## src/rtl/dqbp_sched.sv

```systemverilog
// Column sequencer for the dtau/dq backward pass: walks links NUM_LINKS..1, fetches f and
// local df/dq, drives the combinational datapath and streams one dtau/dq per link.
module dqbp_sched #(
    parameter int unsigned WIDTH        = 32,
    parameter int unsigned DECIMAL_BITS = 16,
    parameter int unsigned NUM_LINKS    = 7
) (
    input  logic             clk,
    input  logic             reset,
    input  logic             start_in,
    input  logic [2:0]       col_in,
    output logic             busy_out,
    output logic             done_out,
    output logic             rd_req_out,
    output logic [2:0]       rd_link_out,
    input  logic             rd_valid_in,
    input  logic [WIDTH-1:0] rd_f_AX_in,
    input  logic [WIDTH-1:0] rd_f_AY_in,
    input  logic [WIDTH-1:0] rd_f_AZ_in,
    input  logic [WIDTH-1:0] rd_f_LX_in,
    input  logic [WIDTH-1:0] rd_f_LY_in,
    input  logic [WIDTH-1:0] rd_f_LZ_in,
    input  logic [WIDTH-1:0] rd_dfdq_AX_in,
    input  logic [WIDTH-1:0] rd_dfdq_AY_in,
    input  logic [WIDTH-1:0] rd_dfdq_AZ_in,
    input  logic [WIDTH-1:0] rd_dfdq_LX_in,
    input  logic [WIDTH-1:0] rd_dfdq_LY_in,
    input  logic [WIDTH-1:0] rd_dfdq_LZ_in,
    output logic [2:0]       dp_link_out,
    output logic             dp_fcross_out,
    output logic [WIDTH-1:0] dp_fcurr_AX_out,
    output logic [WIDTH-1:0] dp_fcurr_AY_out,
    output logic [WIDTH-1:0] dp_fcurr_AZ_out,
    output logic [WIDTH-1:0] dp_fcurr_LX_out,
    output logic [WIDTH-1:0] dp_fcurr_LY_out,
    output logic [WIDTH-1:0] dp_fcurr_LZ_out,
    output logic [WIDTH-1:0] dp_dfdq_curr_AX_out,
    output logic [WIDTH-1:0] dp_dfdq_curr_AY_out,
    output logic [WIDTH-1:0] dp_dfdq_curr_AZ_out,
    output logic [WIDTH-1:0] dp_dfdq_curr_LX_out,
    output logic [WIDTH-1:0] dp_dfdq_curr_LY_out,
    output logic [WIDTH-1:0] dp_dfdq_curr_LZ_out,
    output logic [WIDTH-1:0] dp_dfdq_prev_AX_out,
    output logic [WIDTH-1:0] dp_dfdq_prev_AY_out,
    output logic [WIDTH-1:0] dp_dfdq_prev_AZ_out,
    output logic [WIDTH-1:0] dp_dfdq_prev_LX_out,
    output logic [WIDTH-1:0] dp_dfdq_prev_LY_out,
    output logic [WIDTH-1:0] dp_dfdq_prev_LZ_out,
    input  logic [WIDTH-1:0] dp_dtau_in,
    input  logic [WIDTH-1:0] dp_dfdq_prev_AX_in,
    input  logic [WIDTH-1:0] dp_dfdq_prev_AY_in,
    input  logic [WIDTH-1:0] dp_dfdq_prev_AZ_in,
    input  logic [WIDTH-1:0] dp_dfdq_prev_LX_in,
    input  logic [WIDTH-1:0] dp_dfdq_prev_LY_in,
    input  logic [WIDTH-1:0] dp_dfdq_prev_LZ_in,
    output logic             dtau_valid_out,
    input  logic             dtau_ready_in,
    output logic [WIDTH-1:0] dtau_out,
    output logic [2:0]       dtau_link_out
);

    typedef enum logic [2:0] {
        StIdle, StFetchTop, StFetchPrev, StExec, StEmit, StDone
    } state_e;

    // Element order within a 6-vector: [0]=AX .. [5]=LZ.
    typedef logic [5:0][WIDTH-1:0] vec_t;

    localparam logic [2:0] TopLink = 3'(NUM_LINKS);

    vec_t rd_f, rd_dfdq, dp_prev_in;

    assign rd_f = {rd_f_LZ_in, rd_f_LY_in, rd_f_LX_in, rd_f_AZ_in, rd_f_AY_in, rd_f_AX_in};
    assign rd_dfdq = {rd_dfdq_LZ_in, rd_dfdq_LY_in, rd_dfdq_LX_in,
                      rd_dfdq_AZ_in, rd_dfdq_AY_in, rd_dfdq_AX_in};
    assign dp_prev_in = {dp_dfdq_prev_LZ_in, dp_dfdq_prev_LY_in, dp_dfdq_prev_LX_in,
                         dp_dfdq_prev_AZ_in, dp_dfdq_prev_AY_in, dp_dfdq_prev_AX_in};

    state_e     state_q, state_d;
    logic [2:0] i_q, i_d;
    logic [2:0] col_q, col_d;
    vec_t       f_q, f_d;
    vec_t       pf_q, pf_d;
    vec_t       acc_q, acc_d;
    vec_t       prev_q, prev_d;
    logic [WIDTH-1:0] dtau_q, dtau_d;
    logic [2:0] dtau_link_q, dtau_link_d;
    logic [2:0] dp_link_q, dp_link_d;
    logic       dp_fcross_q, dp_fcross_d;
    vec_t       dp_fcurr_q, dp_fcurr_d;
    vec_t       dp_curr_q, dp_curr_d;
    vec_t       dp_prev_q, dp_prev_d;
    logic       load_exec;

    always_comb begin
        state_d     = state_q;
        i_d         = i_q;
        col_d       = col_q;
        f_d         = f_q;
        pf_d        = pf_q;
        acc_d       = acc_q;
        prev_d      = prev_q;
        dtau_d      = dtau_q;
        dtau_link_d = dtau_link_q;
        dp_link_d   = dp_link_q;
        dp_fcross_d = 1'b0;
        dp_fcurr_d  = dp_fcurr_q;
        dp_curr_d   = dp_curr_q;
        dp_prev_d   = dp_prev_q;
        load_exec   = 1'b0;

        unique case (state_q)
            StIdle: begin
                if (start_in) begin
                    col_d   = col_in;
                    i_d     = TopLink;
                    state_d = StFetchTop;
                end
            end
            StFetchTop: begin
                if (rd_valid_in) begin
                    f_d     = rd_f;
                    acc_d   = rd_dfdq;
                    state_d = StFetchPrev;
                end
            end
            StFetchPrev: begin
                if (rd_valid_in) begin
                    prev_d    = rd_dfdq;
                    pf_d      = rd_f;
                    state_d   = StExec;
                    load_exec = 1'b1;
                end
            end
            StExec: begin
                // Integer and fraction fields pass through unchanged; no rescaling here.
                dtau_d      = {dp_dtau_in[WIDTH-1:DECIMAL_BITS], dp_dtau_in[DECIMAL_BITS-1:0]};
                dtau_link_d = i_q;
                acc_d       = dp_prev_in;
                f_d         = pf_q;
                state_d     = StEmit;
            end
            StEmit: begin
                if (dtau_ready_in) begin
                    if (i_q == 3'd1) begin
                        state_d = StDone;
                    end else begin
                        i_d = i_q - 3'd1;
                        // Link 1 has no parent to fetch: go straight to EXEC.
                        if (i_q == 3'd2) begin
                            prev_d    = '0;
                            state_d   = StExec;
                            load_exec = 1'b1;
                        end else begin
                            state_d = StFetchPrev;
                        end
                    end
                end
            end
            StDone: state_d = StIdle;
            default: state_d = StIdle;
        endcase

        // Datapath operands are registered on EXEC entry so they are glitch-free and hold after.
        if (load_exec) begin
            dp_link_d   = i_d;
            dp_fcross_d = (i_d == col_d);
            dp_fcurr_d  = f_d;
            dp_curr_d   = acc_d;
            dp_prev_d   = (i_d == 3'd1) ? '0 : prev_d;
        end
    end

    always_ff @(posedge clk or posedge reset) begin
        if (reset) begin
            state_q     <= StIdle;
            i_q         <= '0;
            col_q       <= '0;
            f_q         <= '0;
            pf_q        <= '0;
            acc_q       <= '0;
            prev_q      <= '0;
            dtau_q      <= '0;
            dtau_link_q <= '0;
            dp_link_q   <= '0;
            dp_fcross_q <= 1'b0;
            dp_fcurr_q  <= '0;
            dp_curr_q   <= '0;
            dp_prev_q   <= '0;
        end else begin
            state_q     <= state_d;
            i_q         <= i_d;
            col_q       <= col_d;
            f_q         <= f_d;
            pf_q        <= pf_d;
            acc_q       <= acc_d;
            prev_q      <= prev_d;
            dtau_q      <= dtau_d;
            dtau_link_q <= dtau_link_d;
            dp_link_q   <= dp_link_d;
            dp_fcross_q <= dp_fcross_d;
            dp_fcurr_q  <= dp_fcurr_d;
            dp_curr_q   <= dp_curr_d;
            dp_prev_q   <= dp_prev_d;
        end
    end

    always_comb begin
        rd_link_out = '0;
        if (state_q == StFetchTop) begin
            rd_link_out = TopLink;
        end else if (state_q == StFetchPrev) begin
            rd_link_out = i_q - 3'd1;
        end
    end

    assign busy_out       = (state_q != StIdle);
    assign done_out       = (state_q == StDone);
    assign rd_req_out     = (state_q == StFetchTop) || (state_q == StFetchPrev);
    assign dtau_valid_out = (state_q == StEmit);
    assign dtau_out       = dtau_q;
    assign dtau_link_out  = dtau_link_q;
    assign dp_link_out    = dp_link_q;
    assign dp_fcross_out  = dp_fcross_q;

    assign dp_fcurr_AX_out     = dp_fcurr_q[0];
    assign dp_fcurr_AY_out     = dp_fcurr_q[1];
    assign dp_fcurr_AZ_out     = dp_fcurr_q[2];
    assign dp_fcurr_LX_out     = dp_fcurr_q[3];
    assign dp_fcurr_LY_out     = dp_fcurr_q[4];
    assign dp_fcurr_LZ_out     = dp_fcurr_q[5];
    assign dp_dfdq_curr_AX_out = dp_curr_q[0];
    assign dp_dfdq_curr_AY_out = dp_curr_q[1];
    assign dp_dfdq_curr_AZ_out = dp_curr_q[2];
    assign dp_dfdq_curr_LX_out = dp_curr_q[3];
    assign dp_dfdq_curr_LY_out = dp_curr_q[4];
    assign dp_dfdq_curr_LZ_out = dp_curr_q[5];
    assign dp_dfdq_prev_AX_out = dp_prev_q[0];
    assign dp_dfdq_prev_AY_out = dp_prev_q[1];
    assign dp_dfdq_prev_AZ_out = dp_prev_q[2];
    assign dp_dfdq_prev_LX_out = dp_prev_q[3];
    assign dp_dfdq_prev_LY_out = dp_prev_q[4];
    assign dp_dfdq_prev_LZ_out = dp_prev_q[5];

endmodule
```

## config.mk

```make
export PLATFORM = sky130hd
export DESIGN_NAME = dqbp_sched
export DESIGN_NICKNAME = d
export VERILOG_FILES = /design/src/rtl/dqbp_sched.sv
export SDC_FILE = /design/constraint.sdc
export NUM_CORES = 2
export LEC_CHECK = 0
export BUFFER_PORTS_ARGS = -buffer_cell sky130_fd_sc_hd__buf_2
export CAP_MARGIN = 20
export CORE_AREA = 2 2 488 490
export DETAILED_ROUTE_END_ITERATION = 12
export DIE_AREA = 0 0 490 492
export PLACE_DENSITY_LB_ADDON = 0.3
export SLEW_MARGIN = 20
export SYNTH_ARGS = -nofsm -noshare
export SYNTH_HDL_FRONTEND = slang
export SYNTH_SLANG_ARGS = --single-unit
```

## constraint.sdc

```tcl
create_clock -name clk -period 98.4 [get_ports clk]
set_input_delay 4.92 -clock clk [delete_from_list [all_inputs] [get_ports clk]]
set_output_delay 4.92 -clock clk [all_outputs]
set_load 0.005 [all_outputs]
```

==> After elaboration in Yosys (flattened, before gate mapping) <==
Index checks and enable logic that the tools add are counted.
{ "op_classes": {"n_reduce_logical": 5, "add_sub_neg": 1, "n_eq_ne": 13, "mux": 31} }
{ "ops": {"columns": ["operator", "count"], "rows": [
  ["192-bit 2-to-1 mux", 7],
  ["192-bit case mux with 2 select lines", 3],
  ["3-bit 2-to-1 mux", 12],
  ["3-bit case mux with 5 select lines", 1],
  ["3-bit by 1-bit == test with 1-bit output, second input constant", 3],
  ["3-bit by 2-bit == test with 1-bit output, second input constant", 3],
  ["3-bit == test, second input constant", 2],
  ["1-bit 2-to-1 mux", 6],
  ["2-bit != test, second input constant", 3],
  ["3-bit case mux with 2 select lines", 1],
  ["4-bit AND reduction", 1],
  ["3-bit == test", 1],
  ["3-bit logical NOT", 1],
  ["3-bit nonzero test", 1],
  ["3-bit by 1-bit subtractor with 3-bit output, second input constant", 1],
  ["2-bit by 1-bit != test with 1-bit output, second input constant", 1],
  ["1-bit case mux with 2 select lines", 1],
  ["2-bit AND reduction", 1],
  ["1-bit logical OR", 1]
]} }
{ "word_totals": {"out_inout_bits": 622, "elab_cells": 99, "ff_bits": 1392} }

==> Depth between registers and ports, before layout <==
{ "depth": {"ltp_word": 6, "mapped_depth": 9} }

==> Least setup slack after synthesis <==
Ideal clock, no wire load.
{ "synth_timing": {"path_type": "in2reg", "from": "input port dtau_ready_in", "to": "register dp_prev_q, in the netlist dp_dfdq_prev_AX_out[0]", "path_stages": 8, "setup_slack_ns": 91.894, "path_buffers": 3, "t_arrival_ns": 6.385, "path_cell_list": "and4bb_1 buf_2 or2_1 a2111oi_2 a21boi_1 buf_6 buf_6 a22o_1"} }
{ "synth_between": {"elab_chain_cells": 4, "elab_cells_between_ends": 8, "classes_between": "1 x eq/ne; 7 x mux"} }
{ "synth_lines": {"columns": ["element", "line_no", "source"], "rows": [
  ["start, declared", "57", "input logic dtau_ready_in,"],
  ["3-bit 2-to-1 mux", "144", "if (dtau_ready_in) begin"],
  ["3-bit case mux with 2 select lines", "112", "unique case (state_q)"],
  ["3-bit by 1-bit == test with 1-bit output", "170", "dp_prev_d = (i_d == 3'd1) ? '0 : prev_d;"],
  ["192-bit 2-to-1 mux", "170", null],
  ["end signal, assigned", "204", "dp_prev_q <= dp_prev_d;"],
  ["end, declared", "92", "vec_t dp_prev_q, dp_prev_d;"]
]} }
Several ways; a longest one is shown, not always the timed one.
A chain may end at the register's enable or synchronous reset.

==> Worst setup path after layout <==
{ "layout_timing": {"from": "input port rd_valid_in", "to": "register dp_curr_q, in the netlist dp_dfdq_curr_LY_out[12]"} }
{ "layout_between": {"elab_chain_cells": 2, "elab_cells_between_ends": 4, "classes_between": "4 x mux"} }
{ "layout_lines": {"columns": ["element", "line_no", "source"], "rows": [
  ["start, declared", "16", "input logic rd_valid_in,"],
  ["192-bit 2-to-1 mux / 1-bit 2-to-1 mux (equally long branches)", "121, 128", null],
  ["192-bit case mux with 2 select lines / 1-bit case mux with 2 select lines (equally long branches)", "112", null],
  ["end signal, assigned", "203", "dp_curr_q <= dp_curr_d;"],
  ["end, declared", "91", "vec_t dp_curr_q, dp_curr_d;"]
]} }
Several ways; a longest one is shown, not always the timed one.

==> results_dict.tcl <==
set metrics [dict create \
    yosysSeqAreaShare 0.614 \
    track_usage 0.169 \
    ir_worst_vdd_uv 20.3 \
    vias 38760 \
    clkPwrFrac 0.246 \
    post_cts_resized 0 \
    synthCells 3886 \
    dp_cells 7989 \
    dr.pass1.iters 5 \
    clockBufferDepth 3 \
    switching_share 0.371 \
    drc 0 \
    final_cell_mix "1236 x buf_2, 1200 x dfrtp_1, 582 x mux2_2, 533 x o22ai_1, 387 x a21oi_1" \
    worst_slack_ps 89240 \
    p_int_mw 1.45 \
    clkLatencyLatePin_ps 810 \
    start_kind "input port" \
    path_clk_slew_ps 60 \
    drive_gt1_frac 0.418 \
    overflow 0 \
    cp.arrival_ps 9810 \
    synth-compound-area-share 0.169 \
    syn_nets 4505 \
    place_worst_setup_slack_ps 88500 \
    p_seq_frac 0.384 \
    areaGrowthSynthToFinish_pct 29.4 \
    grt_max_degree 167 \
    crit_path_end_kind "flip-flop" \
    async_flop_share 1.00 \
    antenna_found_initial 162 \
    core-area_sq_um 236000 \
    p_switching_uw 856 \
    mostFrequentLayoutCell "buf_2" \
    numPortBuffers 1237 \
    syn_area_sq_um 48900 \
    tns_ps 0 \
    timing.final.crit_share 0.0931 \
    worstMarginPinSlew_ps 1110 \
    hold_buffers 0 \
    placementRows 179 \
    gp_congestion 0.847 \
    synthMuxAreaShare 0.134 \
    yosys_warnings 0 \
    synth_xor_xnor_area_share 0.000716 \
    wirelength_mm 211 \
    reg_top3 "acc_q: 192 flops, f_q: 192 flops, pf_q: 192 flops" \
    synth.avg_cell_area_sq_um 12.6 \
    wl_per_cell_um 25.4 \
    io_pins 1238 \
    cap_violations 0 \
    synth-simple-area-share 0.0474 \
    finalHoldViolCount 0 \
    hold_depth 2 \
    grt_pass1_wl_mm 300 \
    cts-buffers-inserted 147 \
    dp_hpwl_mm 149 \
    cts_tree "done" \
    synth_cell_types 38 \
    status "complete, no violations" \
    p_leak_nw 27.6 \
    synth_seq_cells 1200 \
    nets 5590 \
    hp-class "flip-flop to flip-flop" \
    clockRootBuffer "clkbuf_16" \
    timing.slew.headroom 0.262 \
    clock-sinks 1200 \
    viasPerCell 4.67 \
    fin_cells 8302 \
    path_class "input port to flip-flop" \
    p_per_area_nw_per_um2 36.4 \
    synth_adder_area_share 0.000767 \
    synth_edf_count 0 \
    die_x_um 490 \
    synth_top_family_by_area "compound AO/OA/AOI/OAI gates" \
    final_antenna_net_count 0 \
    setup-violations-final 0 \
    reg2reg_depth 7 \
    start_util 0.207 \
    drtIter0Drc 2782 \
    fmax_mhz 109 \
    rsz0062_at_grt "false" \
    grt_pass1_vias 39076 \
    synth_top_flop_cell "dfrtp_1" \
    finClkSkew_ps 61.8 \
    ctsHtreeMaxLevel 4 \
    die_h_um 492 \
    worstPathRequired_ps 99060 \
    period_needed_ps 9160 \
    post_cts_buffers 0 \
    slew_viol_final 0 \
    comb_power_share 0.370 \
    dieArea_sq_um 241000 \
    cp_max_fo 76 \
]
path summary, 6_finish.rpt:
check | slack [ps] | endpoint | startpoint
min in group asynchronous | 4220 | dp_dfdq_prev_LZ_out[0] | reset
max in group asynchronous | 90950 | dp_dfdq_prev_AX_out[5] | reset
hold reg to reg | 470 | dtau_out[26] | dtau_out[26]
setup reg to reg | 92890 | dp_dfdq_curr_LY_out[12] | state_q[1]
setup / recovery | 89240 | dp_dfdq_curr_LY_out[12] | rd_valid_in
hold / removal | 470 | dtau_out[26] | dtau_out[26]
power by group through the flow:
stage	sequential, mW	combinational, mW	clock, mW
5_1_grt	0.914	0.936	0.607
3_3_place_gp	0.877	0.853	0
2_1_floorplan	0.875	0.502	0
3_5_place_dp	0.889	0.865	0
4_1_cts	0.883	0.868	0.586
6_report	0.884	0.853	0.568
critical path, stage by stage:
cell and delay [ps]:
buf_8 220, nand2b_1 220, nor2_4 50, a31oi_4 680, buf_4 680, buf_4 780
buf_4 710, buf_4 800, mux2_2 410
per-stage QoR:
stage               cell area, sq um  total power, mW   util  hold WS (ps)
global route                   63200             2.46  0.267           488
detailed placement             58000             1.75  0.246           457
global placement               58000             1.73  0.246           454
CTS                            63100             2.34  0.267           472
floorplan                      48900             1.38      -           470
finish                         63300             2.31  0.268           468
cells by family (layout without fill, tap and decap cells):
| group | after synthesis | in the layout |
|---|---|---|
| buf+inv | 363 | 1562 |
| xor+xnor | 4 | 4 |
| mux | 583 | 583 |
| simple gates | 367 | 367 |
| other cells | 0 | 50 |
| fa+ha+maj | 3 | 3 |
| flops | 1200 | 1200 |
| compound gates | 1366 | 1366 |
cell usage after synthesis, types with 10 or more instances:
master	n	share of area
a21oi_1	387	0.040
dfrtp_1	1200	0.61
nand3b_1	237	0.036
o21ai_0	243	0.025
a22o_1	192	0.034
buf_6	20	0.0046
nand2_1	103	0.0079
nor2_1	10	0.00077
buf_2	111	0.011
o22ai_1	533	0.068
mux2_2	582	0.13
buf_1	19	0.0015
clkbuf_1	207	0.016
final cells by class:
| cell class | instances | area (sq um) |
|---|---|---|
| Clock inverter | 51 | 774 |
| Clock buffer | 212 | 4330 |
| Tap cell | 3167 | 3960 |
| Timing Repair Buffer | 1293 | 6730 |
| Multi-Input combinational cell | 2323 | 17300 |
| Fill cell | 24846 | 173000 |
| Sequential cell | 1200 | 30000 |
| Inverter | 6 | 37.5 |
| Antenna cell | 50 | 125 |
layer usage:
layer / part of all wire / vias up / track usage / wire [um]
met5: 0.0038 / - / 0 / 800
met4: 0.032 / 122 / 0.0537 / 6710
met3: 0.10 / 468 / 0.0739 / 21900
met2: 0.47 / 1527 / 0.275 / 99600
met1: 0.39 / 19810 / 0.201 / 81700
li1: - / 16833 / - / -
Note: power is estimated with default switching activity, not from simulation.
